$ cat config.mk
export PLATFORM = sky130hd
export DESIGN_NAME = otp_mem_ctrl
export DESIGN_NICKNAME = d
export VERILOG_FILES = /design/src/rtl/otp_pkg.sv /design/src/rtl/otp_pulse_timer.sv /design/src/rtl/otp_mem_ctrl.sv
export SDC_FILE = /design/constraint.sdc
export NUM_CORES = 1
export LEC_CHECK = 0
export ABC_AREA = 1
export CAP_MARGIN = 20
export CORE_MARGIN = 2
export CORE_UTILIZATION = 30
export DETAILED_ROUTE_END_ITERATION = 12
export GPL_ROUTABILITY_DRIVEN = 0
export PLACE_DENSITY = 0.5
export SETUP_SLACK_MARGIN = 0.02
export SLEW_MARGIN = 10
export SYNTH_ARGS = -nofsm -noshare
export SYNTH_HDL_FRONTEND = slang
export SYNTH_SLANG_ARGS = --single-unit
$ cat constraint.sdc
create_clock -name pclk -period 5.42 [get_ports pclk]
set_input_delay 0.542 -clock pclk [delete_from_list [all_inputs] [get_ports pclk]]
set_output_delay 0.542 -clock pclk [all_outputs]
set_load 0.01 [all_outputs]
$ cat src/rtl/otp_pkg.sv
// Shared types and helpers for the OTP macro model and its access controller.
package otp_pkg;

  typedef enum logic [1:0] {
    IDLE = 2'd0,
    RD   = 2'd1,
    PG   = 2'd2,
    DONE = 2'd3
  } otp_state_e;

  localparam logic ERR_NONE = 1'b0;
  localparam logic ERR_FAIL = 1'b1;

  // Mask with the low w bits set; callers cast it down to their word width.
  function automatic logic [63:0] all_ones(input int unsigned w);
    logic [63:0] m;
    m = '0;
    for (int i = 0; i < 64; i++) begin
      if (i < w) m[i] = 1'b1;
    end
    return m;
  endfunction

endpackage

$ cat src/rtl/otp_pulse_timer.sv
// Load/count-down/expire timer shared by the read-latency and program-pulse phases.
module otp_pulse_timer #(
  parameter int CW = 3
) (
  input  logic          pclk,
  input  logic          rst,
  input  logic          i_load,
  input  logic [CW-1:0] i_load_val,
  output logic          o_expire
);

  logic [CW-1:0] r_cnt;

  always_ff @(posedge pclk or posedge rst) begin
    if (rst) begin
      r_cnt <= '0;
    end else if (i_load) begin
      r_cnt <= i_load_val;
    end else if (r_cnt != '0) begin
      r_cnt <= r_cnt - CW'(1);
    end
  end

  assign o_expire = (r_cnt == CW'(1));

endmodule

$ cat src/rtl/otp_mem_ctrl.sv
// OTP fuse array model plus req/ack access controller (read, OR-only program, lockout).
// Optional build macro OTP_BLANK_CHECK_EN: only blank (INIT_VAL) words may be programmed.
module otp_mem_ctrl
  import otp_pkg::*;
#(
  parameter int             DW       = 8,
  parameter int             DEPTH    = 128,
  parameter int             RD_LAT   = 2,
  parameter int             PROG_CYC = 4,
  parameter logic [DW-1:0]  INIT_VAL = '0,
  localparam int            AW       = $clog2(DEPTH)
) (
  input  logic          pclk,
  input  logic          rst,
  input  logic          req,
  input  logic          we,
  input  logic [AW-1:0] addr,
  input  logic [DW-1:0] wdata,
  input  logic          wrong,
  output logic          busy,
  output logic          ack,
  output logic [DW-1:0] rdata,
  output logic          err
);

  localparam int            MAXC = (RD_LAT > PROG_CYC) ? RD_LAT : PROG_CYC;
  localparam int            CW   = $clog2(MAXC + 1);
  localparam logic [DW-1:0] ONES = DW'(all_ones(DW));

  otp_state_e    r_state, w_state_next;
  logic          w_load, w_expire, w_in_oor, w_blank_ok, w_pg_ok, w_we_mem;
  logic [CW-1:0] w_load_val;
  logic [AW-1:0] w_in_idx, w_rd_idx, r_idx;
  logic          r_oor, r_wrong, r_err;
  logic [DW-1:0] r_wdata, r_rd_q, r_rdata, w_cur;

  // The array stores word ^ INIT_VAL so that a zero power-up image reads back as blank.
  logic [DW-1:0] mem [0:DEPTH-1];

  assign w_in_oor = ({1'b0, addr} >= (AW+1)'(DEPTH));
  assign w_in_idx = w_in_oor ? '0 : addr;
  assign w_rd_idx = (r_state == IDLE) ? w_in_idx : r_idx;
  assign w_cur    = r_rd_q ^ INIT_VAL;
  assign w_load_val = we ? CW'(PROG_CYC) : CW'(RD_LAT);

`ifdef OTP_BLANK_CHECK_EN
  assign w_blank_ok = (w_cur == INIT_VAL);
`else
  assign w_blank_ok = 1'b1;
`endif

  assign w_pg_ok  = !r_wrong && !r_oor && w_blank_ok;
  assign w_we_mem = (r_state == PG) && w_expire && w_pg_ok && !rst;

  otp_pulse_timer #(.CW(CW)) u_timer (
    .pclk       (pclk),
    .rst        (rst),
    .i_load     (w_load),
    .i_load_val (w_load_val),
    .o_expire   (w_expire)
  );

  always_ff @(posedge pclk or posedge rst) begin
    if (rst) r_state <= IDLE;
    else     r_state <= w_state_next;
  end

  always_comb begin
    w_state_next = r_state;
    w_load       = 1'b0;
    busy         = (r_state != IDLE);
    ack          = (r_state == DONE);
    case (r_state)
      IDLE: if (req) begin
        w_load       = 1'b1;
        w_state_next = we ? PG : RD;
      end
      RD, PG: if (w_expire) w_state_next = DONE;
      DONE:   w_state_next = IDLE;
      default: w_state_next = IDLE;
    endcase
  end

  // Read-first port: r_rd_q tracks the addressed word every cycle, the write lands on the last PG cycle.
  always_ff @(posedge pclk) begin
    if (w_we_mem) mem[r_idx] <= (w_cur | r_wdata) ^ INIT_VAL;
    r_rd_q <= mem[w_rd_idx];
  end

  always_ff @(posedge pclk or posedge rst) begin
    if (rst) begin
      r_idx   <= '0;
      r_oor   <= 1'b0;
      r_wrong <= 1'b0;
      r_wdata <= '0;
      r_rdata <= '0;
      r_err   <= ERR_NONE;
    end else begin
      if (w_load) begin
        r_idx   <= w_in_idx;
        r_oor   <= w_in_oor;
        r_wrong <= wrong;
        r_wdata <= wdata;
      end
      if ((r_state == RD) && w_expire) begin
        if (r_oor) begin
          r_rdata <= ONES;
          r_err   <= ERR_FAIL;
        end else if (r_wrong) begin
          r_rdata <= ONES;
          r_err   <= ERR_NONE;
        end else begin
          r_rdata <= w_cur;
          r_err   <= ERR_NONE;
        end
      end
      if ((r_state == PG) && w_expire) r_err <= w_pg_ok ? ERR_NONE : ERR_FAIL;
    end
  end

  assign rdata = r_rdata;
  assign err   = r_err;

endmodule

# After elaboration in Yosys (flattened, before gate mapping)
# Memory sizes are Yosys's and may differ from the RTL's. A register that Yosys moved wholly into a read port is not among the register bits.
# Index checks and enable logic that the tools add are counted.
[classes] addsub=1 n_eq_ne=6 muxes=16 bitwise_logic=1 reduce_logical=13
[op_table] operator="2-to-1 mux 3 bit" count=3
[op_table] operator="2-to-1 mux 8 bit" count=1
[op_table] operator="bitwise OR 8 bit" count=1
[op_table] operator="2-to-1 mux 1 bit" count=7
[op_table] operator="2-to-1 mux 7 bit" count=1
[op_table] operator="2-to-1 mux 2 bit" count=3
[op_table] operator="one-hot mux 2 bit (3 select lines)" count=1
[op_table] operator="nonzero test 2 bit" count=3
[op_table] operator="equality test 2 bit, second input constant" count=2
[op_table] operator="logical AND 1 bit" count=4
[op_table] operator="inequality test 2 bit, second input constant" count=2
[op_table] operator="equality test 3 x 1 -> 1 bit, second input constant" count=1
[op_table] operator="nonzero test 3 bit" count=1
[op_table] operator="subtractor 3 x 1 -> 3 bit, second input constant" count=1
[op_table] operator="equality test 2 x 1 -> 1 bit, second input constant" count=1
[op_table] operator="zero test 1 bit" count=2
[op_table] operator="zero test 2 bit" count=1
[op_table] operator="AND reduction 2 bit" count=1
[op_table] operator="OR reduction 2 bit" count=1
[word_totals] reg_bits=30 ram_bits=1024 in_bits=20 out_inout_bits=11 mem_count=1
[memory_table] memory="mem" words=128 width=8 rd=1 rd_clocked_by_memory_dff=1 write_ports=1 line_no="otp_mem_ctrl.sv:38" source="logic [DW-1:0] mem [0:DEPTH-1];"

# Logic depth before layout (Yosys ltp)
[depth] ltp_word=6 mapped_depth=18 mapped_depth_nobuf=15

# Cells and area by module
# Synthesis repeated with hierarchy kept, for this count alone.
[hier_totals] cells_unflattened=4618 area_unflattened_um2=47012.6
[modules_own_cells] mod="otp_mem_ctrl" n_inst=1 cells_each=4585 area_each_um2=46791.1
[modules_own_cells] mod="otp_pulse_timer" n_inst=1 cells_each=33 area_each_um2=221.5

# Least setup slack after synthesis
# No wires, ideal clock.
[synth_path] path_kind="reg-to-reg" from="reg u_timer.r_cnt[1]" to="mem mem[105][0] (enable)" arrival_time_ns=1.928 required_ns=5.050 setup_slack_ns=3.122 path_stages_with_launch=12 path_buffers=1 cell_sequence="dfrtp_1 > inv_1 > ha_1 > nand2_1 > inv_1 > nand2_1 > nor3_1 > inv_1 > nor2_1 > nand3_1 > clkbuf_1 > nor2_1"
[synth_between] elab_chain_cells=6
[synth_lines] element="start, declared" line_no="otp_pulse_timer.sv:12" source="logic [CW-1:0] r_cnt;"
[synth_lines] element="start signal, assigned" line_no="otp_pulse_timer.sv:18" source="r_cnt <= i_load_val;"
[synth_lines] element="start signal, assigned" line_no="otp_pulse_timer.sv:20" source="r_cnt <= r_cnt - CW'(1);"
[synth_lines] element="equality test 3 x 1 -> 1 bit" line_no="otp_pulse_timer.sv:24" source="assign o_expire = (r_cnt == CW'(1));"
[synth_lines] element="logical AND 1 bit (3 in a row)" line_no="otp_mem_ctrl.sv:53" source="assign w_we_mem = (r_state == PG) && w_expire && w_pg_ok && !rst;"
[synth_lines] element="2-to-1 mux 1 bit" line_no="otp_mem_ctrl.sv:86" source="if (w_we_mem) mem[r_idx] <= (w_cur | r_wdata) ^ INIT_VAL;"
[synth_lines] element="2-to-1 mux 1 bit (implied by the code)" line_no="otp_mem_ctrl.sv:86"
[synth_lines] element="end, declared" line_no="otp_mem_ctrl.sv:38"
# No other way between the ends.

# Worst setup path after layout
[layout_path] from="reg r_state[0]" to="reg r_rd_q[7], read port of mem"
[layout_between] elab_chain_cells=2
[layout_lines] element="start, declared" line_no="otp_mem_ctrl.sv:30" source="otp_state_e r_state, w_state_next;"
[layout_lines] element="start signal, assigned" line_no="otp_mem_ctrl.sv:65" source="else r_state <= w_state_next;"
[layout_lines] element="zero test 2 bit" line_no="otp_mem_ctrl.sv:42" source="assign w_rd_idx = (r_state == IDLE) ? w_in_idx : r_idx;"
[layout_lines] element="2-to-1 mux 7 bit" line_no="otp_mem_ctrl.sv:42"
[layout_lines] element="end, declared" line_no="otp_mem_ctrl.sv:35" source="logic [DW-1:0] r_wdata, r_rd_q, r_rdata, w_cur;"
# No other way between the ends.
# A chain may end at the register's enable or synchronous reset.

==> results.md <==
- Via Count: 31.65k
- First-pass GRT wire length: just over 200,000 microns
- CP Data Arrival Time: between 4000 and 5000 ps
- Fin area: 53,380 sq um
- Mapped Avg Cell Area: approximately 10 sq um
- Max Root-Sink Buffers: 3
- Total GRT Usage: between 10% and 20%
- Starting DRT DRC Count: between 3k and 4k
- WL per Instance: around 20 microns
- Area of the multi-input gates: ~11,000 sq um
- Hold Crit Start: wdata[4]
- Total wire length: between 100,000 and 150,000 microns
- Kind of critical path: reg2reg
- Clock Sinks: approximately 1.1k
- Seq/Total Area, Yosys: between 60% and 70%
- Most common cell after layout, fill and taps aside: nand2_1
- Placed inst area: between 40,000 and 50,000 sq um
- TritonRoute pass-1 iters: 5
- Worst vdd ir: 0.7778 mV
- Most frequent cells in the layout: nand2_1, nand3_1, edfxtp_1, inv_1, nor2_1
- R2R depth: 14
- Max_slew headroom: approximately 27%
- Max incr delay on CP: between 800 and 900 ps
- Max Slew Vio Count: 0
- CP max-delay cell: ha_1
- Share of layout cells above drive strength 1: roughly 5.6%
- Area growth syn-to-layout: 13.66%
- Total grt overflow: 0
- Final setup viols: 0
- Register area: 31,660 sq um
- DRC: 0
- Post-CTS sizing: 0
- Number of port buffers: 30
- CTS Buf Count: roughly 120
- Post-synth cell types: 27
- Worst Setup End Kind: register
- Leak: 0.02162 uW
- GR Util met2: 26.83%
- Via density per instance: between 4 and 5
- Met1 usage: approximately 25%
- Clock Skew: 32.92 ps
- H-tree depth: 3
- Number of max-cap violations: 0
- CTS tree: done
- Root Driver: clkbuf_16
- Seq cells post-synth: about 1.1k
- Final worst path period share: 78.84%
- Crit-path leading delay family: simple AND/OR/NAND/NOR gates
- Post-CTS setup buffer count: 0
- Layout Nets: 4,594
- Most used routing layer: met2
- Startpoint class of the critical path: register
- CP cell instances: inv_1 > ha_1 > nand2_2 > nand2_8 > buf_4 > nand2_1 > nand3_1 > nand3_1 > nand3_1 > nand3_1 > nand3_1 > nand2_1 > nand2_1 > nand2_1
- IO Pins: 31
- PD cells: roughly 610 nW/um^2
- Peak Freq: around 230 MHz
- Hold Path Depth: 3
- Die area: between 150,000 and 200,000 sq um
- Worst-path maximum fanout: slightly below 90
- Met3 GRT Util: under 10%
- R2R Path Start: r_state[0]
- Outcome: complete, no violations
- Post-layout minimum cycle time: between 4000 and 5000 ps
- Critical R2R Capture: r_rd_q[7]
- Synthesized area: roughly 47,000 sq um
- Die span in y: 399.7 microns
- Bufs and invs on worst path: 2
- Required @ worst endpoint: ~6000 ps
- Largest net degree at the start of global routing: between 150 and 200
- Final TNS setup: 0 ps
- Initial core utilization: around 30%
- Gate Count Post-Synth: about 4.6k
- Hold_buf cts: 0
- Transition time of the tightest slew-check pin: 1089 ps
- Reg2Reg Setup Slack: between 1000 and 1500 ps
- Worst-path clk slew: approximately 60 ps
- Number of global-route vias before repair: a little over 30k
- Syn Nets: 4,633
- Die width: roughly 400 microns
- Worst setup path start: r_state[0]
- Antenna violation net count after detailed routing: 0
- CP Depth: 14
- Most used cell, CP: nand3_1
- Initial antenna violation count: 2
- Post-DP HPWL: between 70,000 and 80,000 microns
- Filler Cell Count: roughly 16k
- RSZ-0062 raised after global routing: no
- Num rows: 145
- Hold WC Path Type: in2reg
- Worst Setup EP: r_rd_q[7]
- Clk Latency, worst-skew pair: approximately 710 ps
- Synth warn: 0
- Final Hold Fails: 0
- Core region area: around 160,000 sq um
-- final cells by class --
cell class | count | area share (%)
diodes | 1 | 0.004688
clock buffers | 148 | 5.761
clock inverters | 72 | 1.549
inverters | 924 | 6.506
multi-input cells | 2375 | 20.16
flip-flops and latches | 1062 | 59.31
well taps | 2058 | 4.824
repair buffers | 88 | 1.884
-- per-stage QoR --
stage | hold WS [ps] | instances | util [%] | total power, uW | setup slack [ps]
CTS | 361.2 | 6727 | 34.25 | 32510 | 1173
floorplan | 441.4 | 4606 | - | 18880 | 3122
detailed placement | 466.2 | 6507 | 31.75 | 24360 | 1205
finish | 411.3 | 6728 | 34.25 | 32300 | 1147
global route | 390.5 | 6727 | 34.25 | 33930 | 828.7
global placement | 464.6 | 6505 | 31.73 | 24400 | 1149
-- Yosys cell counts --
cell / number / area, sq um
o21ai_1: 4 / 20.02
nand3b_1: 64 / 480.5
nand2_1: 1068 / 4009
buf_4: 5 / 37.54
inv_2: 2 / 7.510
nand2_4: 2 / 22.52
o21ai_2: 2 / 17.52
dfxtp_1: 8 / 160.2
buf_2: 207 / 1036
dfrtp_1: 30 / 750.7
inv_4: 1 / 6.260
xor2_1: 1 / 8.760
nor2_1: 146 / 548.0
or2_2: 9 / 56.30
o21a_1: 1 / 7.510
buf_6: 2 / 22.52
edfxtp_1: 1024 / 30750
nand3_1: 1042 / 5215
a21oi_1: 3 / 15.01
inv_1: 921 / 3457
nand2_2: 3 / 18.77
clkbuf_1: 25 / 93.84
nor3_1: 1 / 5.000
o21ai_0: 21 / 105.1
ha_1: 7 / 87.58
buf_1: 6 / 22.52
a22oi_1: 1 / 7.510
-- flip-flops by register name, summed over array words and instances, names as in the netlist --
register,flops
err,1
mem,1024
r_idx,7
r_rd_q,8
r_state,2
r_wdata,8
r_wrong,1
rdata,8
u_timer.r_cnt,3
-- how the worst min path moves through the flow --
| stage | slack [ps] | endpoint |
|---|---|---|
| floorplan | 440 | r_wdata[0] |
| global placement | 460 | r_wdata[0] |
| detailed placement | 470 | r_wdata[1] |
| CTS | 360 | r_wdata[5] |
| global route | 390 | r_wdata[4] |
| finish | 410 | r_wdata[4] |
-- routing by layer --
layer | vias up | routed length [microns]
met3 | 166 | 7874
met2 | 970 | 63120
li1 | 14920 | -
met1 | 15590 | 63750
met5 | - | 0
met4 | 0 | 3136
-- worst reg2reg max path, delay by kind of cell, from the launching register on --
family | cells | cell delay [ps]
simple gates | 11 | 2230
fa+ha+maj | 1 | 890
buf+inv | 2 | 630
flops | 1 | 400
-- logic make-up (layout without fill, tap and decap cells) --
kind of cell	Yosys count	count (layout)	synth area share, %
compound gates	32	32	0.3676
fa+ha+maj	7	7	0.1865
xor+xnor	1	1	0.01865
buf+inv	1169	1232	9.971
flops	1062	1062	67.41
simple gates	2335	2335	22.05
other cells	0	1	0
-- power by group --
| group | total [uW] | switching (uW) | internal [uW] |
|---|---|---|---|
| Clock | 8180 | 3320 | 4850 |
| Sequential | 10800 | 164 | 10600 |
| Combinational | 13400 | 10200 | 3200 |
No activity file was read; power rests on OpenSTA's default activity.
